--- config.mk ---
export PLATFORM = sky130hd
export DESIGN_NAME = hazard_ctrl_flat
export DESIGN_NICKNAME = d
export VERILOG_FILES = /design/src/rtl/hazard_ctrl_if.sv /design/src/rtl/hazard_ctrl.sv /design/src/flat_wrapper.sv
export SDC_FILE = /design/constraint.sdc
export NUM_CORES = 1
export LEC_CHECK = 0
export BUFFER_PORTS_ARGS = -buffer_cell sky130_fd_sc_hd__clkbuf_2
export CAP_MARGIN = 25
export CORE_MARGIN = 2
export CORE_UTILIZATION = 30
export DETAILED_ROUTE_END_ITERATION = 6
export SLEW_MARGIN = 20
export SYNTH_ARGS = -nofsm -noshare
export SYNTH_HDL_FRONTEND = slang
export SYNTH_SLANG_ARGS = --single-unit
--- constraint.sdc ---
create_clock -name clk -period 2.2 [get_ports clk]
set_input_delay 0.11 -clock clk [delete_from_list [all_inputs] [get_ports clk]]
set_output_delay 0.11 -clock clk [all_outputs]
set_load 0.005 [all_outputs]
--- src/rtl/hazard_ctrl_if.sv ---
// Pipeline-to-hazard-unit bundle: stage register fields in, stall/flush/forward controls out.
// The pipeline datapath is the master; the hazard unit is the slave.
interface hazard_ctrl_if;
    logic [4:0] RsD, RtD, RsE, RtE;
    logic [4:0] WriteRegE, WriteRegM, WriteRegW;
    logic       RegWriteE, RegWriteM, RegWriteW;
    logic       MemReadE, MemReadM;
    logic [1:0] BranchD;
    logic       JumpSrcD;
    logic       DivStartE;
    logic       ExceptM;

    logic       StallF, StallD, StallE;
    logic       FlushD, FlushE, FlushM, FlushW;
    logic [1:0] ForwardAE, ForwardBE;
    logic       ForwardAD, ForwardBD;
    logic       DivBusy, DivDoneE;

    modport master (
        output RsD, RtD, RsE, RtE, WriteRegE, WriteRegM, WriteRegW,
               RegWriteE, RegWriteM, RegWriteW, MemReadE, MemReadM,
               BranchD, JumpSrcD, DivStartE, ExceptM,
        input  StallF, StallD, StallE, FlushD, FlushE, FlushM, FlushW,
               ForwardAE, ForwardBE, ForwardAD, ForwardBD, DivBusy, DivDoneE
    );

    modport slave (
        input  RsD, RtD, RsE, RtE, WriteRegE, WriteRegM, WriteRegW,
               RegWriteE, RegWriteM, RegWriteW, MemReadE, MemReadM,
               BranchD, JumpSrcD, DivStartE, ExceptM,
        output StallF, StallD, StallE, FlushD, FlushE, FlushM, FlushW,
               ForwardAE, ForwardBE, ForwardAD, ForwardBD, DivBusy, DivDoneE
    );
endinterface

--- src/rtl/hazard_ctrl.sv ---
// Hazard unit for the 5-stage MIPS core: forwarding selects, load-use/branch stalls,
// multi-cycle divider stall FSM and the exception redirect flush.
module hazard_ctrl #(
    parameter int DIV_CYCLES = 32,
    parameter int CNT_W      = 6
) (
    input  logic          clk,
    input  logic          rst,
    hazard_ctrl_if.slave  hz
);

    typedef enum logic [1:0] {
        IDLE = 2'd0,
        BUSY = 2'd1,
        DONE = 2'd2
    } divState_e;

    localparam logic [CNT_W-1:0] DIV_LOAD = CNT_W'(DIV_CYCLES - 1);

    divState_e        divState, divStateNext;
    logic [CNT_W-1:0] divCnt, divCntNext;

    logic lwStall, brStall, divStall;
    logic brUsesRs, brUsesRt;

    // NOTE: sequential state uses non-blocking assignments so every register
    // samples pre-edge values, independent of process evaluation order.
    always_ff @(posedge clk or posedge rst) begin
        if (rst) begin
            divState <= IDLE;
            divCnt   <= '0;
        end else begin
            divState <= divStateNext;
            divCnt   <= divCntNext;
        end
    end

    // NOTE: every combinational output gets a default first so no path leaves
    // it unassigned, which would otherwise infer a latch.
    always_comb begin
        divStateNext = divState;
        divCntNext   = divCnt;
        if (hz.ExceptM) begin
            // The redirect squashes the div sitting in E, so the divide is abandoned.
            divStateNext = IDLE;
            divCntNext   = '0;
        end else begin
            unique case (divState)
                IDLE: if (hz.DivStartE) begin
                    divStateNext = BUSY;
                    divCntNext   = DIV_LOAD;
                end
                BUSY: if (divCnt != '0) begin
                    divCntNext = divCnt - CNT_W'(1);
                end else begin
                    divStateNext = DONE;
                end
                DONE:    divStateNext = IDLE;
                default: divStateNext = IDLE;
            endcase
        end
    end

    always_comb begin
        divStall = (divState == IDLE && hz.DivStartE) || (divState == BUSY);

        lwStall = hz.MemReadE && hz.RegWriteE && (hz.WriteRegE != 5'd0) &&
                  (hz.WriteRegE == hz.RsD || hz.WriteRegE == hz.RtD);

        // jr/jalr only reads Rs in D; branches compare both operands.
        brUsesRs = (hz.BranchD != 2'b00) || hz.JumpSrcD;
        brUsesRt = (hz.BranchD != 2'b00);
        brStall  = 1'b0;
        if (hz.RegWriteE && hz.WriteRegE != 5'd0 &&
            ((brUsesRs && hz.WriteRegE == hz.RsD) || (brUsesRt && hz.WriteRegE == hz.RtD)))
            brStall = 1'b1;
        if (hz.MemReadM && hz.WriteRegM != 5'd0 &&
            ((brUsesRs && hz.WriteRegM == hz.RsD) || (brUsesRt && hz.WriteRegM == hz.RtD)))
            brStall = 1'b1;
    end

    always_comb begin
        hz.ForwardAE = 2'b00;
        if (hz.RegWriteM && hz.WriteRegM != 5'd0 && hz.WriteRegM == hz.RsE)
            hz.ForwardAE = 2'b10;
        else if (hz.RegWriteW && hz.WriteRegW != 5'd0 && hz.WriteRegW == hz.RsE)
            hz.ForwardAE = 2'b01;

        hz.ForwardBE = 2'b00;
        if (hz.RegWriteM && hz.WriteRegM != 5'd0 && hz.WriteRegM == hz.RtE)
            hz.ForwardBE = 2'b10;
        else if (hz.RegWriteW && hz.WriteRegW != 5'd0 && hz.WriteRegW == hz.RtE)
            hz.ForwardBE = 2'b01;

        hz.ForwardAD = hz.RegWriteM && (hz.WriteRegM != 5'd0) && (hz.WriteRegM == hz.RsD);
        hz.ForwardBD = hz.RegWriteM && (hz.WriteRegM != 5'd0) && (hz.WriteRegM == hz.RtD);
    end

    always_comb begin
        hz.StallF   = 1'b0;
        hz.StallD   = 1'b0;
        hz.StallE   = 1'b0;
        hz.FlushD   = 1'b0;
        hz.FlushE   = 1'b0;
        hz.FlushM   = 1'b0;
        hz.FlushW   = 1'b0;
        hz.DivBusy  = (divState != IDLE);
        hz.DivDoneE = (divState == DONE);

        if (hz.ExceptM) begin
            hz.FlushD = 1'b1;
            hz.FlushE = 1'b1;
            hz.FlushM = 1'b1;
            hz.FlushW = 1'b1;
        end else if (divStall) begin
            // The div is held in E, so M receives a bubble each stalled cycle.
            hz.StallF = 1'b1;
            hz.StallD = 1'b1;
            hz.StallE = 1'b1;
            hz.FlushM = 1'b1;
        end else if (lwStall || brStall) begin
            hz.StallF = 1'b1;
            hz.StallD = 1'b1;
            hz.FlushE = 1'b1;
        end
    end

endmodule
--- src/flat_wrapper.sv ---
// flat-port wrapper written by rule: the top's interface ports become plain ports
module hazard_ctrl_flat 
#(
    parameter int DIV_CYCLES = 32,
    parameter int CNT_W      = 6
)
  (clk, rst, hz_RsD, hz_RtD, hz_RsE, hz_RtE, hz_WriteRegE, hz_WriteRegM, hz_WriteRegW, hz_RegWriteE, hz_RegWriteM, hz_RegWriteW, hz_MemReadE, hz_MemReadM, hz_BranchD, hz_JumpSrcD, hz_DivStartE, hz_ExceptM, hz_StallF, hz_StallD, hz_StallE, hz_FlushD, hz_FlushE, hz_FlushM, hz_FlushW, hz_ForwardAE, hz_ForwardBE, hz_ForwardAD, hz_ForwardBD, hz_DivBusy, hz_DivDoneE);
  hazard_ctrl_if hz_i ();
  input  logic clk;
  input  logic rst;
  input wire logic [$bits(hz_i.RsD)-1:0] hz_RsD;
  input wire logic [$bits(hz_i.RtD)-1:0] hz_RtD;
  input wire logic [$bits(hz_i.RsE)-1:0] hz_RsE;
  input wire logic [$bits(hz_i.RtE)-1:0] hz_RtE;
  input wire logic [$bits(hz_i.WriteRegE)-1:0] hz_WriteRegE;
  input wire logic [$bits(hz_i.WriteRegM)-1:0] hz_WriteRegM;
  input wire logic [$bits(hz_i.WriteRegW)-1:0] hz_WriteRegW;
  input wire logic [$bits(hz_i.RegWriteE)-1:0] hz_RegWriteE;
  input wire logic [$bits(hz_i.RegWriteM)-1:0] hz_RegWriteM;
  input wire logic [$bits(hz_i.RegWriteW)-1:0] hz_RegWriteW;
  input wire logic [$bits(hz_i.MemReadE)-1:0] hz_MemReadE;
  input wire logic [$bits(hz_i.MemReadM)-1:0] hz_MemReadM;
  input wire logic [$bits(hz_i.BranchD)-1:0] hz_BranchD;
  input wire logic [$bits(hz_i.JumpSrcD)-1:0] hz_JumpSrcD;
  input wire logic [$bits(hz_i.DivStartE)-1:0] hz_DivStartE;
  input wire logic [$bits(hz_i.ExceptM)-1:0] hz_ExceptM;
  output wire logic [$bits(hz_i.StallF)-1:0] hz_StallF;
  output wire logic [$bits(hz_i.StallD)-1:0] hz_StallD;
  output wire logic [$bits(hz_i.StallE)-1:0] hz_StallE;
  output wire logic [$bits(hz_i.FlushD)-1:0] hz_FlushD;
  output wire logic [$bits(hz_i.FlushE)-1:0] hz_FlushE;
  output wire logic [$bits(hz_i.FlushM)-1:0] hz_FlushM;
  output wire logic [$bits(hz_i.FlushW)-1:0] hz_FlushW;
  output wire logic [$bits(hz_i.ForwardAE)-1:0] hz_ForwardAE;
  output wire logic [$bits(hz_i.ForwardBE)-1:0] hz_ForwardBE;
  output wire logic [$bits(hz_i.ForwardAD)-1:0] hz_ForwardAD;
  output wire logic [$bits(hz_i.ForwardBD)-1:0] hz_ForwardBD;
  output wire logic [$bits(hz_i.DivBusy)-1:0] hz_DivBusy;
  output wire logic [$bits(hz_i.DivDoneE)-1:0] hz_DivDoneE;
  assign hz_i.RsD = hz_RsD;
  assign hz_i.RtD = hz_RtD;
  assign hz_i.RsE = hz_RsE;
  assign hz_i.RtE = hz_RtE;
  assign hz_i.WriteRegE = hz_WriteRegE;
  assign hz_i.WriteRegM = hz_WriteRegM;
  assign hz_i.WriteRegW = hz_WriteRegW;
  assign hz_i.RegWriteE = hz_RegWriteE;
  assign hz_i.RegWriteM = hz_RegWriteM;
  assign hz_i.RegWriteW = hz_RegWriteW;
  assign hz_i.MemReadE = hz_MemReadE;
  assign hz_i.MemReadM = hz_MemReadM;
  assign hz_i.BranchD = hz_BranchD;
  assign hz_i.JumpSrcD = hz_JumpSrcD;
  assign hz_i.DivStartE = hz_DivStartE;
  assign hz_i.ExceptM = hz_ExceptM;
  assign hz_StallF = hz_i.StallF;
  assign hz_StallD = hz_i.StallD;
  assign hz_StallE = hz_i.StallE;
  assign hz_FlushD = hz_i.FlushD;
  assign hz_FlushE = hz_i.FlushE;
  assign hz_FlushM = hz_i.FlushM;
  assign hz_FlushW = hz_i.FlushW;
  assign hz_ForwardAE = hz_i.ForwardAE;
  assign hz_ForwardBE = hz_i.ForwardBE;
  assign hz_ForwardAD = hz_i.ForwardAD;
  assign hz_ForwardBD = hz_i.ForwardBD;
  assign hz_DivBusy = hz_i.DivBusy;
  assign hz_DivDoneE = hz_i.DivDoneE;
  hazard_ctrl #(.DIV_CYCLES(DIV_CYCLES), .CNT_W(CNT_W)) u_core (.clk(clk), .rst(rst), .hz(hz_i));
endmodule
==> results.py <==
metrics = {
    "outcome": {
        "status": "finished, final reports clean",
    },
    "synthesis": {
        "yosys.area.top_type_share_pct": 19.11,
        "synth_mux_area_share_pct": 0,
        "synth_area_mm2": 0.001100,
        "ys.flop_type": "dfrtp_1",
        "synth_edf_count": 0,
        "yosysSeqAreaShare_pct": 18.20,
        "synth_area_leaders": "xnor2_1 (19%), dfrtp_1 (18%), xor2_1 (13%), a311oi_1 (3.2%), nor3_1 (3.2%)",
        "synth_seq_cells": 8,
        "yosys.area.top_type": "xnor2_1",
        "synth_top_family_by_area": "XOR/XNOR gates",
        "ys_async_sr_fraction_pct": 100.0,
        "synth_fa_ha_area_share_pct": 2.275,
        "synthCells": 134,
        "synth.avg_cell_area_um2": 8.208,
        "ys_warn_count": 0,
        "ys_types": 38,
        "syn_nets": 183,
        "synth-simple-area-share_pct": 26.85,
        "synth-xor-area-share_pct": 31.85,
        "synth-compound-area-share_pct": 15.02,
    },
    "power_and_ir_drop": {
        "pwr-share-comb_pct": 47.1,
        "clock_power_share_pct": 20.2,
        "power.switching_mw": 0.2050,
        "pwr-share-seq_pct": 32.7,
        "finalPower_mw": 0.5640,
        "leakagePower_nw": 0.6541,
        "p_int_mw": 0.3590,
        "powerDensity_mw_per_mm2": 386.9,
        "vdd.ir_drop.worst_mv": 0.1404,
        "switching_share_pct": 36.34,
    },
    "setup_path": {
        "cp-start-kind": "flip-flop",
        "arrival_ns": 1.57,
        "crit_path_top_delay_cell": "dfrtp_1",
        "cp_cell_sequence": "o21bai_1 > buf_4 > or3b_1 > nand3_1 > clkbuf_2",
        "cp-end-kind": "primary output",
        "crit_path_max_incr_delay_ns": 0.41,
        "critical_path_class": "reg -> out",
        "r2r_slack_ns": 0.52,
        "crit_path_max_fanout": 7,
        "worstPathRequired_ns": 2.09,
    },
    "global_routing": {
        "grt_pass1_vias": 1144,
        "grt_max_degree": 12,
        "grt.overflow.total": 0,
        "grt_pass1_wl_um": 4788,
        "antenna_found_initial": 0,
        "grt_util_all_layers_pct": 14.20,
    },
    "layout": {
        "fin_nets": 242,
        "num-fill-cells": 374,
        "multiInputGateArea_um2": 835.8,
        "areaGrowthSynthToFinish_pct": 32.54,
        "seq_area_um2": 200.2,
        "drive_above_1_share_pct": 37.70,
        "antenna_cells": 0,
        "postLayoutCoreUtil_pct": 42.67,
    },
    "clock_tree": {
        "hold_buffers": 1,
        "h-tree-depth": 1,
        "clockBufferDepth": 2,
        "cts_resized": 0,
        "numCtsBuffers": 3,
        "cts_setup_buffers": 0,
        "clock_sinks": 8,
        "clkSlewWorstSetupHoldPaths_ns": 0.06,
        "cts_tree": "yes",
        "clk_latency_ns": 0.25,
        "cts_root_buf": "clkbuf_4",
    },
    "route": {
        "drcViolationCount": 0,
        "drtIter0Drc": 47,
        "routedWlPerCell_um": 11.92,
        "ant_nets": 0,
        "dr.pass1.iters": 4,
        "vias": 1142,
        "wirelength_um": 2824,
        "via_per_inst": 4.819,
    },
    "placement": {
        "port_buffers": 61,
        "place.gp.congestion": 0.7563,
        "detailed_place_hpwl_um": 2452,
    },
    "timing": {
        "clock.fmax_mhz": 593.5,
        "fin_skew_ns": 0.001957,
        "fin_crit_sh_pct": 76.59,
        "worst_pin_slew_ns": 0.3596,
        "hold_viol": 0,
        "timing.slew.headroom_pct": 75.81,
        "rsz0062_at_grt": "no",
        "tns_ns": 0,
        "finalSetupViolations": 0,
        "post-route-min-period_ns": 1.685,
        "final_max_slew_viol_count": 0,
    },
    "flow_run": {
        "cap_viol_max_count": 0,
    },
    "floorplanning": {
        "coreArea_mm2": 0.003416,
        "initial_core_util_pct": 32.20,
        "die_x_um": 64.55,
        "dieArea_mm2": 0.004166,
        "die_h_um": 64.55,
        "num_io_pins": 62,
        "rows": 21,
    },
    "min_path": {
        "hp-class": "in -> reg",
    },
}
synthesized netlist by cell type (all sizes together) (5+ instances only):
master / count
inv: 5
nor2: 6
nor3: 7
nand2: 6
xnor2: 24
xor2: 16
clkbuf: 6
nand3: 5
dfrtp: 8
kinds of logic after synthesis:
family / count (synthesis)
flip-flops: 8
buffers and inverters: 14
adder cells (fa/ha/maj): 2
XOR/XNOR: 40
AO/OA/AOI/OAI: 21
AND/OR/NAND/NOR: 49
power by group through the flow:
stage / logic [mW] / clock network (mW) / registers, mW
2_1_floorplan: 0.172 / 0 / 0.182
3_3_place_gp: 0.266 / 0 / 0.187
3_5_place_dp: 0.267 / 0 / 0.186
4_1_cts: 0.269 / 0.120 / 0.184
5_1_grt: 0.298 / 0.135 / 0.187
6_report: 0.266 / 0.114 / 0.184
sequential cells by signal, summed over array words and instances, names as in the netlist:
register / cells
u_core.divCnt: 6
u_core.divState: 2
stage by stage:
stage	worst slack, ns	instance area (um^2)	hold slack (ns)	cells
6_report	0.5151	1458	0.1814	237
5_1_grt	0.3491	1458	0.1915	237
3_3_place_gp	0.5583	1425	0.05970	233
4_1_cts	0.4961	1458	0.1800	237
3_5_place_dp	0.4888	1425	0.06479	233
2_1_floorplan	0.6452	1100	-0.07434	134
cell usage in the layout, fill, tap and decap left out, types with 2 or more instances in the layout:
master	instances
clkbuf_2	61
xnor2_1	24
xor2_1	16
dfrtp_1	8
nor3_1	7
nand2_1	6
nor2_1	6
inv_1	5
nand3_1	5
a21oi_1	4
a311oi_1	4
nor4_1	4
or4_1	4
nand2b_1	3
o21ai_1	3
clkbuf_4	3
or2_2	2
nor2b_1	2
nand4_1	2
ha_1	2
area by class of cell:
| class | count | area share [%] |
|---|---|---|
| clock buffers | 3 | 1.545 |
| inverters | 5 | 1.288 |
| repair buffers | 63 | 22.15 |
| flip-flops and latches | 8 | 13.73 |
| multi-input cells | 112 | 57.34 |
| well taps | 46 | 3.948 |
per-layer routing:
layer  GRT usage, %  share of wire (%)  vias to the layer above
met5              0                  0                        -
met4         0.7979                  0                        0
met3          4.861                8.8                        0
met2          25.52                 47                       49
met1          17.09                 44                      507
li1               -                  -                      586
critical path: cells and delay by family (launching register included):
kind,cells,cell delay (ns)
flops,1,0.41
buf+inv,2,0.30
simple gates,2,0.44
compound gates,1,0.17
worst paths after layout:
kind / from / to / cells past startpoint
setup / recovery: u_core.divState[0]$_DFFE_PP0P_ / hz_FlushE / 5
hold / removal: hz_ExceptM / u_core.divCnt[0]$_DFFE_PP0P_ / 2
setup reg to reg: u_core.divCnt[0]$_DFFE_PP0P_ / u_core.divCnt[2]$_DFFE_PP0P_ / 6
hold reg to reg: u_core.divCnt[0]$_DFFE_PP0P_ / u_core.divCnt[0]$_DFFE_PP0P_ / 1
max in group asynchronous: rst / u_core.divCnt[1]$_DFFE_PP0P_ / 3
min in group asynchronous: rst / u_core.divCnt[4]$_DFFE_PP0P_ / 3
(Power assumes the default switching activity.)
